<file path="config.mk">
export PLATFORM = sky130hd
export DESIGN_NAME = alu_issue_ctrl
export DESIGN_NICKNAME = d
export VERILOG_FILES = /design/src/rtl/alu_issue_ctrl.sv
export SDC_FILE = /design/constraint.sdc
export NUM_CORES = 1
export LEC_CHECK = 0
export ABC_AREA = 1
export CAP_MARGIN = 40
export CORE_MARGIN = 2
export CORE_UTILIZATION = 39
export DETAILED_ROUTE_END_ITERATION = 12
export GPL_TIMING_DRIVEN = 1
export PLACE_DENSITY = 0.92
export SLEW_MARGIN = 10
export SYNTH_ARGS = -nofsm -noshare
export SYNTH_HDL_FRONTEND = slang
export SYNTH_SLANG_ARGS = --single-unit
</file>
<file path="constraint.sdc">
create_clock -name clk -period 1.89 [get_ports clk]
set_clock_uncertainty 0.05 [all_clocks]
set_input_delay 0.378 -clock clk [delete_from_list [all_inputs] [get_ports clk]]
set_output_delay 0.378 -clock clk [all_outputs]
set_load 0.03 [all_outputs]
</file>
<file path="src/rtl/alu_issue_ctrl.sv">
// alu_issue_ctrl
//   Initiator side of the ALU operand/result interface. Decodes one RV32IM
//   integer instruction per handshake into a 5-bit ALU op code and its operands.
//   It holds the operands on the ALU for the configured latency, then samples the
//   result and returns it with the destination tag on a writeback handshake.
//   Illegal encodings bypass the ALU and return wb_err=1 with wb_data=0.
//
//   Optional feature macro: ALU_DIV0_FIXUP_EN. When it is defined, divide/remainder
//   by zero and signed-overflow divide are answered directly without using the ALU.
//
// Ports
//   clk, rst                  clock (rising edge), synchronous active-high reset
//   in_valid / in_ready       decoded-instruction handshake (ready only when idle)
//   in_opcode/funct3/funct7   instruction fields
//   in_rs1_val/rs2_val/imm/pc operand sources; in_rd destination tag
//   alu_op/alu_in1/alu_in2    registered ALU request, held until the next accept
//   alu_result                registered ALU output
//   wb_valid / wb_ready       result handshake; wb_data, wb_rd, wb_err held until taken
module alu_issue_ctrl #(
    parameter int ALU_LATENCY = 1,
    parameter int DIV_LATENCY = 1
) (
    input  logic        clk,
    input  logic        rst,
    input  logic        in_valid,
    output logic        in_ready,
    input  logic [6:0]  in_opcode,
    input  logic [2:0]  in_funct3,
    input  logic [6:0]  in_funct7,
    input  logic [31:0] in_rs1_val,
    input  logic [31:0] in_rs2_val,
    input  logic [31:0] in_imm,
    input  logic [31:0] in_pc,
    input  logic [4:0]  in_rd,
    output logic [4:0]  alu_op,
    output logic [31:0] alu_in1,
    output logic [31:0] alu_in2,
    input  logic [31:0] alu_result,
    output logic        wb_valid,
    input  logic        wb_ready,
    output logic [31:0] wb_data,
    output logic [4:0]  wb_rd,
    output logic        wb_err
);

    localparam logic [6:0] OPC_OP    = 7'b0110011;
    localparam logic [6:0] OPC_OPIMM = 7'b0010011;
    localparam logic [6:0] OPC_LUI   = 7'b0110111;
    localparam logic [6:0] OPC_AUIPC = 7'b0010111;
    localparam logic [6:0] F7_BASE   = 7'b0000000;
    localparam logic [6:0] F7_ALT    = 7'b0100000;
    localparam logic [6:0] F7_MULDIV = 7'b0000001;

    localparam int MAXL = (ALU_LATENCY > DIV_LATENCY) ? ALU_LATENCY : DIV_LATENCY;
    localparam int CW   = (MAXL < 2) ? 1 : $clog2(MAXL);

    typedef enum logic [1:0] {IDLE, ISSUE, CAPTURE, RESP} state_t;

    state_t        state, state_nxt;
    logic [CW-1:0] cnt;
    logic          accept;
    logic          dec_ill, dec_div, fix_hit;
    logic [4:0]    dec_op;
    logic [31:0]   dec_in1, dec_in2, fix_data;

    assign in_ready = (state == IDLE);
    assign accept   = in_valid && in_ready;

    // Instruction decode. funct7 is only checked where it selects the operation
    // (OP and the shift-immediates). Elsewhere it carries immediate bits.
    always_comb begin
        dec_ill = 1'b0;
        dec_op  = 5'd0;
        dec_in1 = in_rs1_val;
        dec_in2 = in_rs2_val;
        case (in_opcode)
            OPC_OP: begin
                if (in_funct7 == F7_BASE) begin
                    case (in_funct3)
                        3'd0:    dec_op = 5'd0;
                        3'd1:    dec_op = 5'd2;
                        3'd2,
                        3'd3:    dec_op = 5'd8;
                        3'd4:    dec_op = 5'd3;
                        3'd5:    dec_op = 5'd4;
                        3'd6:    dec_op = 5'd6;
                        default: dec_op = 5'd7;
                    endcase
                end else if (in_funct7 == F7_ALT) begin
                    if (in_funct3 == 3'd0)      dec_op = 5'd1;
                    else if (in_funct3 == 3'd5) dec_op = 5'd5;
                    else                        dec_ill = 1'b1;
                end else if (in_funct7 == F7_MULDIV) begin
                    case (in_funct3)
                        3'd0:    dec_op = 5'd22;
                        3'd1:    dec_op = 5'd16;
                        3'd2:    dec_op = 5'd17;
                        3'd3:    dec_op = 5'd18;
                        3'd4:    dec_op = 5'd24;
                        3'd5:    dec_op = 5'd26;
                        3'd6:    dec_op = 5'd28;
                        default: dec_op = 5'd30;
                    endcase
                end else begin
                    dec_ill = 1'b1;
                end
            end
            OPC_OPIMM: begin
                dec_in2 = in_imm;
                case (in_funct3)
                    3'd0:    dec_op = 5'd0;
                    3'd2,
                    3'd3:    dec_op = 5'd8;
                    3'd4:    dec_op = 5'd3;
                    3'd6:    dec_op = 5'd6;
                    3'd7:    dec_op = 5'd7;
                    3'd1: begin
                        dec_in2 = {27'b0, in_imm[4:0]};
                        dec_op  = 5'd2;
                        dec_ill = (in_funct7 != F7_BASE);
                    end
                    default: begin
                        dec_in2 = {27'b0, in_imm[4:0]};
                        if (in_funct7 == F7_BASE)     dec_op = 5'd4;
                        else if (in_funct7 == F7_ALT) dec_op = 5'd5;
                        else                          dec_ill = 1'b1;
                    end
                endcase
            end
            OPC_LUI: begin
                dec_in1 = 32'd0;
                dec_in2 = in_imm;
            end
            OPC_AUIPC: begin
                dec_in1 = in_pc;
                dec_in2 = in_imm;
            end
            default: dec_ill = 1'b1;
        endcase
        // Div/rem codes 24/26/28/30 are the only ones with op[4:3]=2'b11.
        dec_div = !dec_ill && dec_op[4] && dec_op[3];
    end

`ifdef ALU_DIV0_FIXUP_EN
    // Answer the divide corner cases here. op[2] separates REM/REMU from DIV/DIVU.
    always_comb begin
        fix_hit  = 1'b0;
        fix_data = 32'd0;
        if (dec_div) begin
            if (in_rs2_val == 32'd0) begin
                fix_hit  = 1'b1;
                fix_data = dec_op[2] ? in_rs1_val : 32'hFFFF_FFFF;
            end else if (!dec_op[1] && in_rs1_val == 32'h8000_0000 &&
                         in_rs2_val == 32'hFFFF_FFFF) begin
                fix_hit  = 1'b1;
                fix_data = dec_op[2] ? 32'd0 : 32'h8000_0000;
            end
        end
    end
`else
    assign fix_hit  = 1'b0;
    assign fix_data = 32'd0;
`endif

    always_ff @(posedge clk) begin
        if (rst) state <= IDLE;
        else     state <= state_nxt;
    end

    always_comb begin
        state_nxt = state;
        case (state)
            IDLE:    if (accept) state_nxt = (dec_ill || fix_hit) ? RESP : ISSUE;
            ISSUE:   if (cnt == '0) state_nxt = CAPTURE;
            CAPTURE: state_nxt = RESP;
            default: if (wb_ready) state_nxt = IDLE;
        endcase
    end

    always_ff @(posedge clk) begin
        if (rst) begin
            cnt      <= '0;
            alu_op   <= 5'd0;
            alu_in1  <= 32'd0;
            alu_in2  <= 32'd0;
            wb_valid <= 1'b0;
            wb_data  <= 32'd0;
            wb_rd    <= 5'd0;
            wb_err   <= 1'b0;
        end else begin
            if (accept) begin
                wb_rd  <= in_rd;
                wb_err <= dec_ill;
                if (dec_ill) begin
                    // Illegal encodings do not disturb the ALU request registers.
                    wb_data  <= 32'd0;
                    wb_valid <= 1'b1;
                end else begin
                    alu_op  <= dec_op;
                    alu_in1 <= dec_in1;
                    alu_in2 <= dec_in2;
                    cnt     <= dec_div ? CW'(DIV_LATENCY - 1) : CW'(ALU_LATENCY - 1);
                    if (fix_hit) begin
                        wb_data  <= fix_data;
                        wb_valid <= 1'b1;
                    end
                end
            end
            if (state == ISSUE && cnt != '0) cnt <= cnt - 1'b1;
            if (state == CAPTURE) begin
                wb_data  <= alu_result;
                wb_valid <= 1'b1;
            end
            if (state == RESP && wb_ready) wb_valid <= 1'b0;
        end
    end

endmodule

</file>
==> reports/metrics.csv <==
metric,value,unit
clock tree buffer depth,2,
CP endpoint kind,flip-flop,
wire length on met2,10600,um
setup ws final,-12.0,ps
Final Hold Fails,0,
full die area,14300,sq um
"CTS clk-pin slew, worst paths",80,ps
CP Buf/Inv Count,3,
first drt pass iteration count,5,
RD Place Congestion,0.841,
Num CTS Buffers,9,
Tmin final,1900,ps
max cap viols,0,
row count,42,
mapped cell area,5200,sq um
fmax,0.526,GHz
"flops & latches, synth",111,
core area,13100,sq um
status,finished with violations,
register area share after synthesis,0.427,
worst path cell trace,"dlygate4sd2_1, nor2_2, nand2_2, nor2_2, nand2_1, nand3_4, nand3_4, nor2_4, buf_8, buf_12, nand3_1, nand2_1, nor2_2",
Die Span Y,119,um
Clock Latency Late Sink,360,ps
crit start category,input port,
Tot GR Track Use,0.282,
WL final,21600,um
die width,119,um
diode count,0,
Root Driver,clkbuf_16,
Top delay family on crit path,simple AND/OR/NAND/NOR gates,
Yosys warnings,0,
input/output buffers,294,
Worst-Margin Slew,454,ps
failing checks,setup timing,
"slowest stage delay, CP",240,ps
# H-tree levels,3,
crit path max fanout,7,
First DRT Iteration DRCs,414,
initial antenna violation count,1,
top-level I/O count,295,
placed instance area,8560,sq um
Vias,6499,
number of global-route vias before repair,6383,
worst path arrival time,2110,ps
CP required,2100,ps
Min-Delay Path Class,in -> reg,
Initial Util,0.396,
Layout Cell Area excl Fill,9400,sq um
uppermost layer routed,met5,
CTS tree,yes,
Crit Path Class,in -> reg,
filler cell count,979,
share of cells above drive strength 1,0.128,
synth-to-layout area growth,80.7,%
via/cell ratio,5.28,
Setup Viol. Count Final,3,
pwr dens,750,nW/um^2
library cells used by synthesis,27,
Synth Net Count,922,
Lkg Pwr,3.74,nW
most frequent CP cell,nor2_2,
cells after synthesis,732,
Overflow after GRT,0,
largest net degree at the start of global routing,50,
count of antenna-violating nets left after detailed routing,0,
HPWL Detailed,14200,um
peak supply drop,560,uV
Mapped Avg Cell Area,7.10,sq um
Wirelength per Cell,17.5,um
Worst slew margin,0.697,
post-route met1 wirelength,8110,um
period utilisation layout,1.01,
drc violations,0,
clock tree sinks,111,
Min Hold Slack,238,ps
slowest CP cell,dlygate4sd2_1,
global-route wire length before repair,31700,um
DR WL met3,2000,um
Final Slew Violations,0,
Final #Nets,1240,
[repair_timing]
item | in CTS | in global routing
pin swaps | 13 | 18
endpoints found under the hold margin | 0 | 0
resized for setup | 47 | 48
gates cloned | 4 | 4
setup endpoints to repair | 91 | 109
hold buffers | 0 | 0
buffers inserted | 15 | 4
[cells in the final DEF (no fill, tap or decap), drive strengths merged, types with 8 or more instances in the layout]
cell	n
inv	53
o21ai	43
dlymetal6s2s	10
clkbuf	16
a32o	32
buf	65
dfxtp	111
clkdlybuf4s50	268
a21oi	98
nor2	47
nand2	200
dlygate4sd2	8
nand3	81
[state kept, by name, summed over array words and instances (netlist names)]
signal and count:
cnt 1, wb_rd 5, wb_data 32, alu_in2 32, alu_in1 32, wb_err 1, wb_valid 1, alu_op 5
state 2
[report_power, final]
group | leakage (nW) | switching [W] | internal (W) | total (W)
registers | 0.899 | 0.000125 | 0.00255 | 0.00267
logic | 2.69 | 0.00129 | 0.00108 | 0.00237
clock network | 0.145 | 0.000932 | 0.00107 | 0.00201
total | 3.74 | 0.00235 | 0.00470 | 0.00705
[logic make-up (layout without fill, tap and decap cells)]
group / Yosys count / count (layout) / share of synthesized area
DFF: 111 / 111 / 0.427
and+or+nand+nor: 333 / 333 / 0.274
AOI/OAI and AO/OA: 177 / 177 / 0.203
adders and majority gates: 4 / 4 / 0.00963
buffers and inverters: 107 / 430 / 0.0864
[Yosys cell counts]
master | count | area (sq um)
a21oi_1 | 98 | 490
a22oi_1 | 1 | 7.51
a31oi_1 | 2 | 12.5
a32o_1 | 32 | 320
buf_1 | 2 | 7.51
buf_2 | 14 | 70.1
buf_6 | 4 | 45.0
clkbuf_1 | 34 | 128
clkinv_1 | 2 | 7.51
dfxtp_1 | 111 | 2220
ha_1 | 4 | 50.1
inv_1 | 50 | 188
inv_2 | 1 | 3.75
nand2_1 | 199 | 747
nand2_2 | 1 | 6.26
nand3_1 | 78 | 390
nand3_2 | 3 | 30.0
nand3b_4 | 1 | 20.0
nand4_1 | 1 | 6.26
nand4_2 | 1 | 12.5
nor2_1 | 44 | 165
nor2_2 | 1 | 6.26
nor2_4 | 2 | 22.5
nor3_2 | 1 | 10.0
nor4_1 | 1 | 6.26
o2111ai_1 | 1 | 8.76
o21ai_0 | 43 | 215
[worst register-to-register path, cell delays in order, from the launching register on]
cell and delay (ps):
dfxtp_1 350, inv_1 100, ha_2 260, nand2_4 100, clkinvlp_4 130, nand4_4 190, clkbuf_16 250, o21ai_0 170
nor2_1 50
[final timing paths]
check                             end  slack [ps]  depth (start not counted)                     start
max           alu_in2[4]$_SDFFE_PP0P_         -10                         13              in_funct7[3]
min          alu_in1[21]$_SDFFE_PP0P_         240                          2                       rst
max reg2reg    alu_op[1]$_SDFFE_PP0P_         140                          8     state[0]$_SDFFE_PP0P_
min reg2reg  alu_in1[27]$_SDFFE_PP0P_         410                          2  alu_in1[27]$_SDFFE_PP0P_
[area by class of cell]
class	count	area, sq um	area share
Inverter	53	205	0.0218
Sequential cell	111	2220	0.237
Tap cell	176	220	0.0234
Clock buffer	10	239	0.0254
Timing Repair Buffer	361	3740	0.398
Multi-Input combinational cell	514	2700	0.288
Clock inverter	6	67.6	0.00719
[metal layers]
layer  vias up  GRT usage
met3        59     0.0958
met4         2      0.149
met1      3021      0.295
li1       3085          -
met2       332      0.496
met5         -          0
[metrics by stage]
stage	std cells	setup TNS (ps)	worst slack, ps	utilization	total power (W)
3_5_place_dp	1190	-41170	-464	0.652	0.00495
2_1_floorplan	732	0	29.6	-	0.00384
5_1_grt	1231	-1220	-64.2	0.715	0.00737
6_report	1231	-18.3	-12.0	0.715	0.00705
4_1_cts	1224	0	0.00244	0.698	0.00703
3_3_place_gp	1190	-37020	-397	0.652	0.00490
No activity file was read; power rests on OpenSTA's default activity.
